--- src/rtl/noc_axi4_bridge_pkg.sv ---
// Shared NoC/AXI4 bridge definitions: message field positions, widths, deserializer state
// encoding and helper functions used by the deserializer and its strobe generator.
package noc_axi4_bridge_pkg;

    localparam int unsigned NOC_DATA_WIDTH   = 64;
    localparam int unsigned MSG_HEADER_WIDTH = 192;
    localparam int unsigned AXI4_DATA_WIDTH  = 512;
    localparam int unsigned AXI4_STRB_WIDTH  = AXI4_DATA_WIDTH / 8;

    // Header field positions, counted across the concatenated three-flit header
    localparam int unsigned MSG_LENGTH_WIDTH    = 8;
    localparam int unsigned MSG_LENGTH_LO       = 22;
    localparam int unsigned MSG_LENGTH_HI       = 29;
    localparam int unsigned MSG_TYPE_WIDTH      = 8;
    localparam int unsigned MSG_TYPE_LO         = 14;
    localparam int unsigned MSG_TYPE_HI         = 21;
    localparam int unsigned MSG_ADDR_LO         = 64;
    localparam int unsigned MSG_ADDR_HI         = 111;
    localparam int unsigned MSG_DATA_SIZE_LO    = 112;
    localparam int unsigned MSG_DATA_SIZE_HI    = 114;

    localparam logic [MSG_TYPE_WIDTH-1:0] MSG_TYPE_LOAD_MEM  = 8'd19;
    localparam logic [MSG_TYPE_WIDTH-1:0] MSG_TYPE_STORE_MEM = 8'd20;

    localparam int unsigned HDR_FLITS         = 3;
    localparam int unsigned HDR_CNT_W         = 2;
    localparam int unsigned MAX_PAYLOAD_FLITS = 8;
    localparam int unsigned SLOT_W            = $clog2(MAX_PAYLOAD_FLITS + 1);
    localparam int unsigned SLOT_IDX_W        = $clog2(MAX_PAYLOAD_FLITS);
    localparam int unsigned FLIT_LOG2         = $clog2(NOC_DATA_WIDTH);

    typedef enum logic [1:0] {
        ST_HDR  = 2'd0,
        ST_DATA = 2'd1,
        ST_SEND = 2'd2
    } deser_state_e;

    typedef struct packed {
        logic [2:0] size_log;
        logic [5:0] offset;
    } noc_size_t;

    // Access size as log2(bytes), saturated at a full 64-byte line, and the aligned line offset
    function automatic noc_size_t noc_extractSize(input logic [MSG_HEADER_WIDTH-1:0] header);
        noc_size_t  r;
        logic [2:0] fld;
        logic [5:0] align;
        fld        = header[MSG_DATA_SIZE_HI:MSG_DATA_SIZE_LO];
        r.size_log = (fld > 3'd6) ? 3'd6 : fld;
        align      = (6'd1 << r.size_log) - 6'd1;
        r.offset   = header[MSG_ADDR_LO+5:MSG_ADDR_LO] & ~align;
        return r;
    endfunction

    function automatic logic [NOC_DATA_WIDTH-1:0] noc_bswap64(input logic [NOC_DATA_WIDTH-1:0] d);
        logic [NOC_DATA_WIDTH-1:0] r;
        for (int b = 0; b < 8; b++) begin
            r[8*b +: 8] = d[8*(7-b) +: 8];
        end
        return r;
    endfunction

endpackage

--- src/rtl/noc_axi4_bridge_deser_strb.sv ---
// Byte-strobe generator for the deserialized AXI4 write line (only built when
// NOC_AXI4_BRIDGE_DESER_STRB_EN is defined).
module noc_axi4_bridge_strb_gen
    import noc_axi4_bridge_pkg::*;
(
    input  logic [MSG_LENGTH_WIDTH-1:0] msg_len_i,
    input  logic [MSG_TYPE_WIDTH-1:0]   msg_type_i,
    input  noc_size_t                   size_i,
    output logic [AXI4_STRB_WIDTH-1:0]  strb_c_o
);

    logic [6:0]                 nbytes;
    logic [AXI4_STRB_WIDTH-1:0] span;

    // Contiguous run of 2^size_log bytes placed at the aligned offset
    always_comb begin
        nbytes   = 7'd1 << size_i.size_log;
        span     = (size_i.size_log >= 3'd6) ? '1
                 : ((AXI4_STRB_WIDTH'(1) << nbytes) - AXI4_STRB_WIDTH'(1));
        strb_c_o = span << size_i.offset;
        if (msg_len_i <= MSG_LENGTH_WIDTH'(HDR_FLITS - 1)) begin
            strb_c_o = '0;
        end else if (msg_type_i == MSG_TYPE_STORE_MEM) begin
            strb_c_o = '1;
        end
    end

endmodule

--- src/rtl/noc_axi4_bridge_deser.sv ---
// NoC-to-AXI4 deserializer: collects three header flits and up to eight payload flits
// into one line. Optional byte strobes under NOC_AXI4_BRIDGE_DESER_STRB_EN.
module noc_axi4_bridge_deser
    import noc_axi4_bridge_pkg::*;
#(
    parameter bit SWAP_ENDIANESS = 1'b0
)
(
    input  logic                        clk,
    input  logic                        rst,
    input  logic [NOC_DATA_WIDTH-1:0]   flit_in,
    input  logic                        flit_in_val,
    output logic                        flit_in_rdy,
    output logic [MSG_HEADER_WIDTH-1:0] header_out,
    output logic [AXI4_DATA_WIDTH-1:0]  data_out,
    output logic                        out_val,
    input  logic                        out_rdy
`ifdef NOC_AXI4_BRIDGE_DESER_STRB_EN
    ,
    output logic [AXI4_STRB_WIDTH-1:0]  strb_out
`endif
);

    deser_state_e                state_q,   state_d;
    logic [HDR_CNT_W-1:0]        hdr_cnt_q, hdr_cnt_d;
    logic [MSG_LENGTH_WIDTH-1:0] pay_cnt_q, pay_cnt_d;
    logic [SLOT_W-1:0]           slot_q,    slot_d;
    logic [MSG_HEADER_WIDTH-1:0] header_q,  header_d;
    logic [AXI4_DATA_WIDTH-1:0]  data_q,    data_d;
    logic                        out_val_q, out_val_d;
    logic                        rdy_q,     rdy_d;

    logic                        flit_acc_c;
    logic [NOC_DATA_WIDTH-1:0]   payload_c;
    logic [MSG_LENGTH_WIDTH-1:0] msg_len_c;

    assign flit_acc_c = flit_in_val && rdy_q;
    assign payload_c  = SWAP_ENDIANESS ? noc_bswap64(flit_in) : flit_in;
    assign msg_len_c  = flit_in[MSG_LENGTH_HI:MSG_LENGTH_LO];

    always_ff @(posedge clk) begin
        if (rst) begin
            state_q   <= ST_HDR;
            hdr_cnt_q <= '0;
            pay_cnt_q <= '0;
            slot_q    <= '0;
            header_q  <= '0;
            data_q    <= '0;
            out_val_q <= 1'b0;
            rdy_q     <= 1'b0;
        end else begin
            state_q   <= state_d;
            hdr_cnt_q <= hdr_cnt_d;
            pay_cnt_q <= pay_cnt_d;
            slot_q    <= slot_d;
            header_q  <= header_d;
            data_q    <= data_d;
            out_val_q <= out_val_d;
            rdy_q     <= rdy_d;
        end
    end

    always_comb begin
        state_d   = state_q;
        hdr_cnt_d = hdr_cnt_q;
        pay_cnt_d = pay_cnt_q;
        slot_d    = slot_q;
        header_d  = header_q;
        data_d    = data_q;

        case (state_q)
            ST_HDR: begin
                if (flit_acc_c) begin
                    header_d[{hdr_cnt_q, FLIT_LOG2'(0)} +: NOC_DATA_WIDTH] = flit_in;
                    // Flit0 opens a new packet: clear the line and latch the payload length
                    if (hdr_cnt_q == '0) begin
                        data_d    = '0;
                        slot_d    = '0;
                        pay_cnt_d = (msg_len_c > MSG_LENGTH_WIDTH'(HDR_FLITS - 1))
                                  ? msg_len_c - MSG_LENGTH_WIDTH'(HDR_FLITS - 1)
                                  : '0;
                    end
                    if (hdr_cnt_q == HDR_CNT_W'(HDR_FLITS - 1)) begin
                        hdr_cnt_d = '0;
                        state_d   = (pay_cnt_q == '0) ? ST_SEND : ST_DATA;
                    end else begin
                        hdr_cnt_d = hdr_cnt_q + HDR_CNT_W'(1);
                    end
                end
            end

            ST_DATA: begin
                if (flit_acc_c) begin
                    // Flits past the last slot are consumed but dropped
                    if (slot_q < SLOT_W'(MAX_PAYLOAD_FLITS)) begin
                        data_d[{slot_q[SLOT_IDX_W-1:0], FLIT_LOG2'(0)} +: NOC_DATA_WIDTH] = payload_c;
                        slot_d = slot_q + SLOT_W'(1);
                    end
                    if (pay_cnt_q != '0) begin
                        pay_cnt_d = pay_cnt_q - MSG_LENGTH_WIDTH'(1);
                    end
                    if (pay_cnt_q <= MSG_LENGTH_WIDTH'(1)) begin
                        state_d = ST_SEND;
                    end
                end
            end

            ST_SEND: begin
                if (out_rdy) begin
                    state_d = ST_HDR;
                end
            end

            default: begin
                state_d = ST_HDR;
            end
        endcase

        out_val_d = (state_d == ST_SEND);
        rdy_d     = (state_d != ST_SEND);
    end

    assign flit_in_rdy = rdy_q;
    assign header_out  = header_q;
    assign data_out    = data_q;
    assign out_val     = out_val_q;

`ifdef NOC_AXI4_BRIDGE_DESER_STRB_EN
    noc_size_t                  size_c;
    logic [AXI4_STRB_WIDTH-1:0] strb_c;

    assign size_c = noc_extractSize(header_q);

    noc_axi4_bridge_strb_gen u_strb_gen (
        .msg_len_i  (header_q[MSG_LENGTH_HI:MSG_LENGTH_LO]),
        .msg_type_i (header_q[MSG_TYPE_HI:MSG_TYPE_LO]),
        .size_i     (size_c),
        .strb_c_o   (strb_c)
    );

    // Strobes are qualified by out_val; header_q is stable for the whole SEND phase
    assign strb_out = out_val_q ? strb_c : '0;
`else
    // Strobe path not built in this configuration
`endif

endmodule

--- config.mk ---
export PLATFORM = sky130hd
export DESIGN_NAME = noc_axi4_bridge_deser
export DESIGN_NICKNAME = d
export VERILOG_FILES = /design/src/rtl/noc_axi4_bridge_pkg.sv /design/src/rtl/noc_axi4_bridge_deser_strb.sv /design/src/rtl/noc_axi4_bridge_deser.sv
export SDC_FILE = /design/constraint.sdc
export NUM_CORES = 1
export LEC_CHECK = 0
export BUFFER_PORTS_ARGS = -buffer_cell sky130_fd_sc_hd__buf_2
export CAP_MARGIN = 20
export CORE_MARGIN = 2
export CORE_UTILIZATION = 30
export CTS_CLUSTER_DIAMETER = 60
export DETAILED_ROUTE_END_ITERATION = 10
export GPL_TIMING_DRIVEN = 0
export PLACE_DENSITY = 0.58
export SKIP_LAST_GASP = 1
export SYNTH_ARGS = -nofsm -noshare
export SYNTH_HDL_FRONTEND = slang
export SYNTH_HIERARCHICAL = 1
export SYNTH_SLANG_ARGS = --single-unit
--- constraint.sdc ---
create_clock -name clk -period 3.1 [get_ports clk]
set_input_delay 0.93 -clock clk [delete_from_list [all_inputs] [get_ports clk]]
set_output_delay 0.93 -clock clk [all_outputs]
set_load 0.03 [all_outputs]
# Yosys cells after proc, flatten, opt, wreduce, memory -nomap -nowiden
# Cells that the tools add are included.
# W data, S select, Z words.
dict set report classes {
  add_sub_neg 6
  n_lt_le_gt_ge 3
  eq_ne 10
  n_shift 4
  mux 26
  reduce_logical 9
}
# op n
set op_table {}
lappend op_table {{$mux W512} 4}
lappend op_table {{$pmux W512 S2} 1}
lappend op_table {{$bwmux W512} 1}
lappend op_table {{$shift A64 B11 Y512 const A} 1}
lappend op_table {{$shiftx A64 B11 Y512} 1}
lappend op_table {{$bwmux W192} 1}
lappend op_table {{$shift A64 B10 Y192 const A} 1}
lappend op_table {{$shiftx A64 B10 Y192} 1}
lappend op_table {{$mux W8} 5}
lappend op_table {{$mux W4} 4}
lappend op_table {{$pmux W8 S2} 1}
lappend op_table {{$mux W2} 7}
lappend op_table {{$ne A2 B2 Y1 const B} 6}
lappend op_table {{$neg A9 Y11} 1}
lappend op_table {{$neg A8 Y10} 1}
lappend op_table {{$reduce_and A5 Y1} 2}
lappend op_table {{$gt A8 B2 Y1 const B} 1}
lappend op_table {{$le A8 B1 Y1 const B} 1}
lappend op_table {{$logic_not A8 Y1} 1}
lappend op_table {{$pmux W4 S2} 1}
lappend op_table {{$reduce_bool A8 Y1} 1}
lappend op_table {{$sub A8 B1 Y8 const B} 1}
lappend op_table {{$sub A8 B2 Y8 const B} 1}
lappend op_table {{$eq A2 B2 Y1 const B} 3}
lappend op_table {{9 further kinds} 10}
dict set report totals {
  ff_bits 722
  out_inout_bits 706
}

# Logic depth before layout (Yosys ltp)
dict set report logic_depth {
  ltp_word 6
  mapped_depth 13
  mapped_depth_nobuf 8
}

# Least setup slack after synthesis
# Ideal clock, no wire load.
dict set report synth_path {
  path_kind {register to register}
  startpoint {register slot_q[0]}
  endpoint {register data_q[353], in the netlist data_out[353]}
  setup_ns 0.070
  arrival_time_ns 2.419
  slack_ns 0.611
  stages_incl_launch_ff 13
  path_buffers 4
  cell_sequence {dfxtp_1 -> clkbuf_1 -> inv_1 -> ha_1 -> ha_1 -> buf_2 -> nor4bb_1 -> buf_2 -> o211ai_1 -> nand2_2 -> buf_2 -> nand3_1 -> a21oi_1}
}
dict set report synth_between {
  elab_chain_cells 6
}
# item line
set synth_lines {}
lappend synth_lines {{start, declared} noc_axi4_bridge_deser.sv:27} ;# logic [SLOT_W-1:0] slot_q, slot_d;
lappend synth_lines {{start signal, assigned} noc_axi4_bridge_deser.sv:55} ;# slot_q <= slot_d;
lappend synth_lines {{$neg A9 Y11} noc_axi4_bridge_deser.sv:96} ;# data_d[{slot_q[SLOT_IDX_W-1:0], FLIT_LOG2'(0)} +: NOC_DATA_WIDTH] = payload_c;
lappend synth_lines {{$shiftx A64 B11 Y512 or $shift A64 B11 Y512 (tied branches)} noc_axi4_bridge_deser.sv:96}
lappend synth_lines {{$bwmux W512} noc_axi4_bridge_deser.sv:96}
lappend synth_lines {{$mux W512} noc_axi4_bridge_deser.sv:95} ;# if (slot_q < SLOT_W'(MAX_PAYLOAD_FLITS)) begin
lappend synth_lines {{$mux W512} noc_axi4_bridge_deser.sv:93} ;# if (flit_acc_c) begin
lappend synth_lines {{$pmux W512 S2} noc_axi4_bridge_deser.sv:71} ;# case (state_q)
lappend synth_lines {{end signal, assigned} noc_axi4_bridge_deser.sv:57} ;# data_q <= data_d;
lappend synth_lines {{end, declared} noc_axi4_bridge_deser.sv:29} ;# logic [AXI4_DATA_WIDTH-1:0] data_q, data_d;
# Parallel ways exist; a longest one is shown, timed or not. The select of a mux whose other input is x is not followed.
# A chain may end at the register's enable or synchronous reset.

# Worst setup path after layout
dict set report layout_path {
  startpoint {register slot_q[0]}
  endpoint {register data_q[415], in the netlist data_out[415]}
}
# The elaborated chain is that of the path after synthesis.

==> impl_table.tex <==
\begin{tabular}{lr}
\hline
Metric & Value \\
\hline
\multicolumn{2}{l}{\textbf{STA}} \\
\quad Clock Skew & 21.5 ps \\
\quad Highest clock frequency the design can meet & 0.338 GHz \\
\quad RSZ-0062 raised after global routing & yes \\
\quad Final period util & 95.3\% \\
\quad Slew HR & slightly below 30\% \\
\quad Clock period minus final worst setup slack & 2960 ps \\
\quad Number of failing hold endpoints at the final stage & 0 \\
\quad Final-layout setup total negative slack & 0 ps \\
\quad Setup-failing EPs final & 0 \\
\quad Transition time of the tightest slew-check pin & 1070 ps \\
\quad Final Max Slew Viols & 0 \\
\multicolumn{2}{l}{\textbf{Die}} \\
\quad DIE HEIGHT & 304 um \\
\quad Floorplan Core Area & 89600 sq um \\
\quad IO Pins & 774 \\
\quad Starting density of the core & between 30 and 40\% \\
\quad Floorplan die area & 92400 sq um \\
\quad Horizontal die dimension & 304 um \\
\quad Cell Rows & 110 \\
\multicolumn{2}{l}{\textbf{Clock tree}} \\
\quad Clock buffers created by TritonCTS & 91 \\
\quad Worst skew pair latency & 680 ps \\
\quad Clock-pin slew on the worst setup and hold paths & 60 ps \\
\quad Buffer type at the clock tree root & sky130\_fd\_sc\_hd\_\_clkbuf\_16 \\
\quad Clock Sinks & 722 \\
\quad TritonCTS clock tree & done \\
\quad Level count of the clock H-tree & 3 \\
\quad Largest buffer count on any clock path & 3 \\
\multicolumn{2}{l}{\textbf{Yosys}} \\
\quad Multiplexer share of the synthesized area & 0.816\% \\
\quad Largest family of logic cells by synthesized area & simple AND/OR/NAND/NOR gates \\
\quad Number of warning messages in the yosys log & 6 \\
\quad Area fraction in and, or, nand and nor cells after synthesis & between 20\% and 30\% \\
\quad Post-synthesis cell count & 3316 \\
\quad Count of state elements after synthesis & between 700 and 800 \\
\quad Seq/Total Area, Yosys & 53.6\% \\
\quad Number of enable-type register cells in the synthesized netlist & 0 \\
\quad Syn avg cell area & 8.14 sq um \\
\quad Synthesized-area fraction occupied by ao, oa, aoi and oai cells & between 10\% and 20\% \\
\quad Synthesized net count & roughly 3400 \\
\quad Xor and xnor fraction of the mapped netlist area & 0.292\% \\
\quad Most used flip-flop cell after synthesis & sky130\_fd\_sc\_hd\_\_dfxtp\_1 \\
\quad Adder and majority cell fraction of the synthesized area & less than 1\% \\
\quad Cell area after synthesis & 27000 sq um \\
\quad Async set or reset register ratio after synthesis & 0\% \\
\quad Number of unique standard cell types used by synthesis & 53 \\
\multicolumn{2}{l}{\textbf{Pwr}} \\
\quad Leakage Power & between 10 and 15 nW \\
\quad Int Power & 0.0163 W \\
\quad Combinational group share of total power & approximately 6\% \\
\quad Clock network fraction of total power & 51.2\% \\
\quad Net load switching power & 0.00558 W \\
\quad Highest ir drop seen on vdd & 0.361 mV \\
\quad Switching portion of total power & 25.5\% \\
\quad Flop pwr share & 42.8\% \\
\quad Pwr Density & 610 nW/um\^{}2 \\
\multicolumn{2}{l}{\textbf{Routing}} \\
\quad TritonRoute pass-1 iters & 5 \\
\quad Total routed wirelength & about 140000 um \\
\quad Routed wire length per instance & $\sim$25 um \\
\quad Via density per instance & 5.19 \\
\quad Final routed DRC violation total & 0 \\
\quad Total via count in the routed design & 28300 \\
\quad Antenna violation net count after detailed routing & 0 \\
\quad Initial DRC Count & 2604 \\
\multicolumn{2}{l}{\textbf{Global routing}} \\
\quad Wire length of the first global-routing pass & 193000 um \\
\quad Antenna violations before repair & 7 \\
\quad Total grt overflow & 0 \\
\quad Global router's overall resource usage & between 20 and 30\% \\
\quad Pin count of the biggest net entering global routing & 15 \\
\quad Number of global-route vias before repair & 26300 \\
\multicolumn{2}{l}{\textbf{Place}} \\
\quad Routability-driven placement congestion ratio & 0.890 \\
\quad Number of port buffers & 769 \\
\quad Final HPWL DP & 103000 um \\
\multicolumn{2}{l}{\textbf{Critical path}} \\
\quad WS Path Type & reg -> reg \\
\quad Maximum fanout count along the critical path & 10 \\
\quad Buf+Inv Stages, Crit Path & 5 \\
\quad Dominant delay contributor by cell family on the critical path & buffers and inverters \\
\quad R2R Setup Slk & about 140 ps \\
\quad Crit. End Element & register \\
\quad Required time of the critical path & 3620 ps \\
\quad Cell with the biggest individual delay on the critical path & sky130\_fd\_sc\_hd\_\_a21oi\_4 \\
\quad Stage delay of the slowest cell on the critical path & 450 ps \\
\quad Kind of start point of the critical path & register \\
\quad Data arrival time of the worst path & 3480 ps \\
\quad Cell chain of the critical path & clkbuf\_4 > inv\_1 > ha\_1 > ha\_1 > buf\_2 > a211oi\_4 > buf\_4 > a21oi\_4 > buf\_2 > mux2i\_1 > nor2\_1 \\
\multicolumn{2}{l}{\textbf{Min path}} \\
\quad Hold Crit Class & reg -> reg \\
\multicolumn{2}{l}{\textbf{Finish}} \\
\quad Number of nets in the finished design & between 4000 and 5000 \\
\quad Most frequent cells in the layout & 894 x sky130\_fd\_sc\_hd\_\_buf\_2, 722 x sky130\_fd\_sc\_hd\_\_dfxtp\_1, 650 x sky130\_fd\_sc\_hd\_\_nand2\_1, 647 x sky130\_fd\_sc\_hd\_\_a21oi\_1, 641 x sky130\_fd\_sc\_hd\_\_nand3\_1 \\
\quad Number of filler cells placed in the layout & 9375 \\
\quad Final Util & 40.1\% \\
\quad Sequential cell area & 14500 sq um \\
\quad Most common cell after layout, fill and taps aside & sky130\_fd\_sc\_hd\_\_buf\_2 \\
\quad Area added between synthesis and finish & 33.1\% \\
\quad Area of the multi-input gates & between 10000 and 15000 sq um \\
\quad Fraction of layout instances using a drive strength above 1 & 26.4\% \\
\multicolumn{2}{l}{\textbf{Job}} \\
\quad Max Cap Viol & 0 \\
\multicolumn{2}{l}{\textbf{Run status}} \\
\quad Status & finished, final reports clean \\
\hline
\end{tabular}
## synthesized netlist by cell type (2+ instances only)
cell | number | area share (%)
sky130_fd_sc_hd__dfxtp_1 | 722 | 54
sky130_fd_sc_hd__nand2_1 | 651 | 9.1
sky130_fd_sc_hd__a21oi_1 | 648 | 12
sky130_fd_sc_hd__nand3_1 | 643 | 12
sky130_fd_sc_hd__clkbuf_1 | 188 | 2.6
sky130_fd_sc_hd__buf_2 | 132 | 2.4
sky130_fd_sc_hd__and2_1 | 63 | 1.5
sky130_fd_sc_hd__nor2_1 | 45 | 0.63
sky130_fd_sc_hd__a22o_1 | 42 | 1.4
sky130_fd_sc_hd__buf_1 | 31 | 0.43
sky130_fd_sc_hd__mux2i_1 | 22 | 0.82
sky130_fd_sc_hd__ha_1 | 12 | 0.56
sky130_fd_sc_hd__inv_1 | 12 | 0.17
sky130_fd_sc_hd__nor3_1 | 10 | 0.19
sky130_fd_sc_hd__xnor2_1 | 9 | 0.29
sky130_fd_sc_hd__buf_4 | 8 | 0.22
sky130_fd_sc_hd__o21ai_0 | 7 | 0.13
sky130_fd_sc_hd__nand2b_1 | 6 | 0.14
sky130_fd_sc_hd__nor3b_1 | 6 | 0.17
sky130_fd_sc_hd__o22ai_1 | 5 | 0.12
sky130_fd_sc_hd__a211oi_1 | 4 | 0.11
sky130_fd_sc_hd__and3_1 | 4 | 0.093
sky130_fd_sc_hd__buf_6 | 4 | 0.17
sky130_fd_sc_hd__nand4_1 | 4 | 0.093
sky130_fd_sc_hd__nor2_2 | 4 | 0.093
sky130_fd_sc_hd__and4_1 | 3 | 0.097
sky130_fd_sc_hd__a31oi_1 | 2 | 0.046
sky130_fd_sc_hd__nor2b_1 | 2 | 0.046
sky130_fd_sc_hd__o211a_1 | 2 | 0.074
sky130_fd_sc_hd__o211ai_1 | 2 | 0.056
## power groups by stage
stage	clock [W]	sequential, W	combinational, W
floorplan	0	0.00964	0.000594
global placement	0	0.00957	0.00128
detailed placement	0	0.00957	0.00129
CTS	0.0113	0.00936	0.00131
global route	0.0117	0.00937	0.00140
finish	0.0112	0.00936	0.00133
## final timing paths
check                                                  from                     endpoint  cells after the start
worst max register to register       slot_q[0]$_SDFFE_PP0P_   data_out[415]$_SDFFE_PP0P_                     11
worst min register to register  header_out[91]$_SDFFE_PP0P_  header_out[91]$_SDFFE_PP0P_                      2
worst max-delay path                 slot_q[0]$_SDFFE_PP0P_   data_out[415]$_SDFFE_PP0P_                     11
worst min-delay path            header_out[91]$_SDFFE_PP0P_  header_out[91]$_SDFFE_PP0P_                      2
## flip-flops by register name, summed over array words and instances (netlist names)
signal,count
data_out,512
hdr_cnt_q,2
pay_cnt_q,8
header_out,192
slot_q,4
state_q,2
flit_in_rdy,1
out_val,1
## layer usage
layer  global-route usage [%]  up-vias  share of wire, %
li1                         -    13000                 -
met1                     36.3    13800                42
met2                     47.7     1194                47
met3                     6.30      229               7.4
met4                     10.0        4               3.5
met5                        0        -             0.017
## final cells by class
class / instances / area share [%]
Inverter: 12 / 0.125
Clock inverter: 39 / 1.53
Sequential cell: 722 / 40.2
Tap cell: 1176 / 4.10
Antenna cell: 2 / 0.0139
Multi-Input combinational cell: 2219 / 30.5
Timing Repair Buffer: 793 / 11.6
Clock buffer: 124 / 7.25
Buffer: 362 / 4.56
## worst register-to-register path, cell delays in order, from the launching register on
cell and delay, ps:
sky130_fd_sc_hd__dfxtp_1 380, sky130_fd_sc_hd__clkbuf_4 240, sky130_fd_sc_hd__inv_1 80, sky130_fd_sc_hd__ha_1 200
sky130_fd_sc_hd__ha_1 260, sky130_fd_sc_hd__buf_2 220, sky130_fd_sc_hd__a211oi_4 100, sky130_fd_sc_hd__buf_4 160
sky130_fd_sc_hd__a21oi_4 450, sky130_fd_sc_hd__buf_2 420, sky130_fd_sc_hd__mux2i_1 240, sky130_fd_sc_hd__nor2_1 60
## repair_timing
action                                 CTS  global route
resized for setup                       15            43
endpoints found under the hold margin    0             0
hold buffers                             0             0
buffers inserted                         9             3
pin swaps                                4             4
setup endpoints to repair              415           333
## per-stage QoR
stage	instance area [sq um]	hold slack [ps]	instances	power [W]	setup WS (ps)
final	35900	445	5449	0.0219	144
after global routing	35900	462	5449	0.0225	-3.70
after CTS	35800	448	5445	0.0220	-14.5
after detailed placement	32500	441	5273	0.0109	-1000
after global placement	32300	436	5261	0.0108	-1500
after floorplan	27000	461	3316	0.0102	611
## cell families after synthesis
| kind of cell | after synthesis |
|---|---|
| AOI/OAI and AO/OA | 725 |
| muxes | 22 |
| adders and majority gates | 12 |
| buffers and inverters | 375 |
| DFF | 722 |
| and+or+nand+nor | 1451 |
| xor gates and xnor gates | 9 |
(Power assumes the default switching activity.)
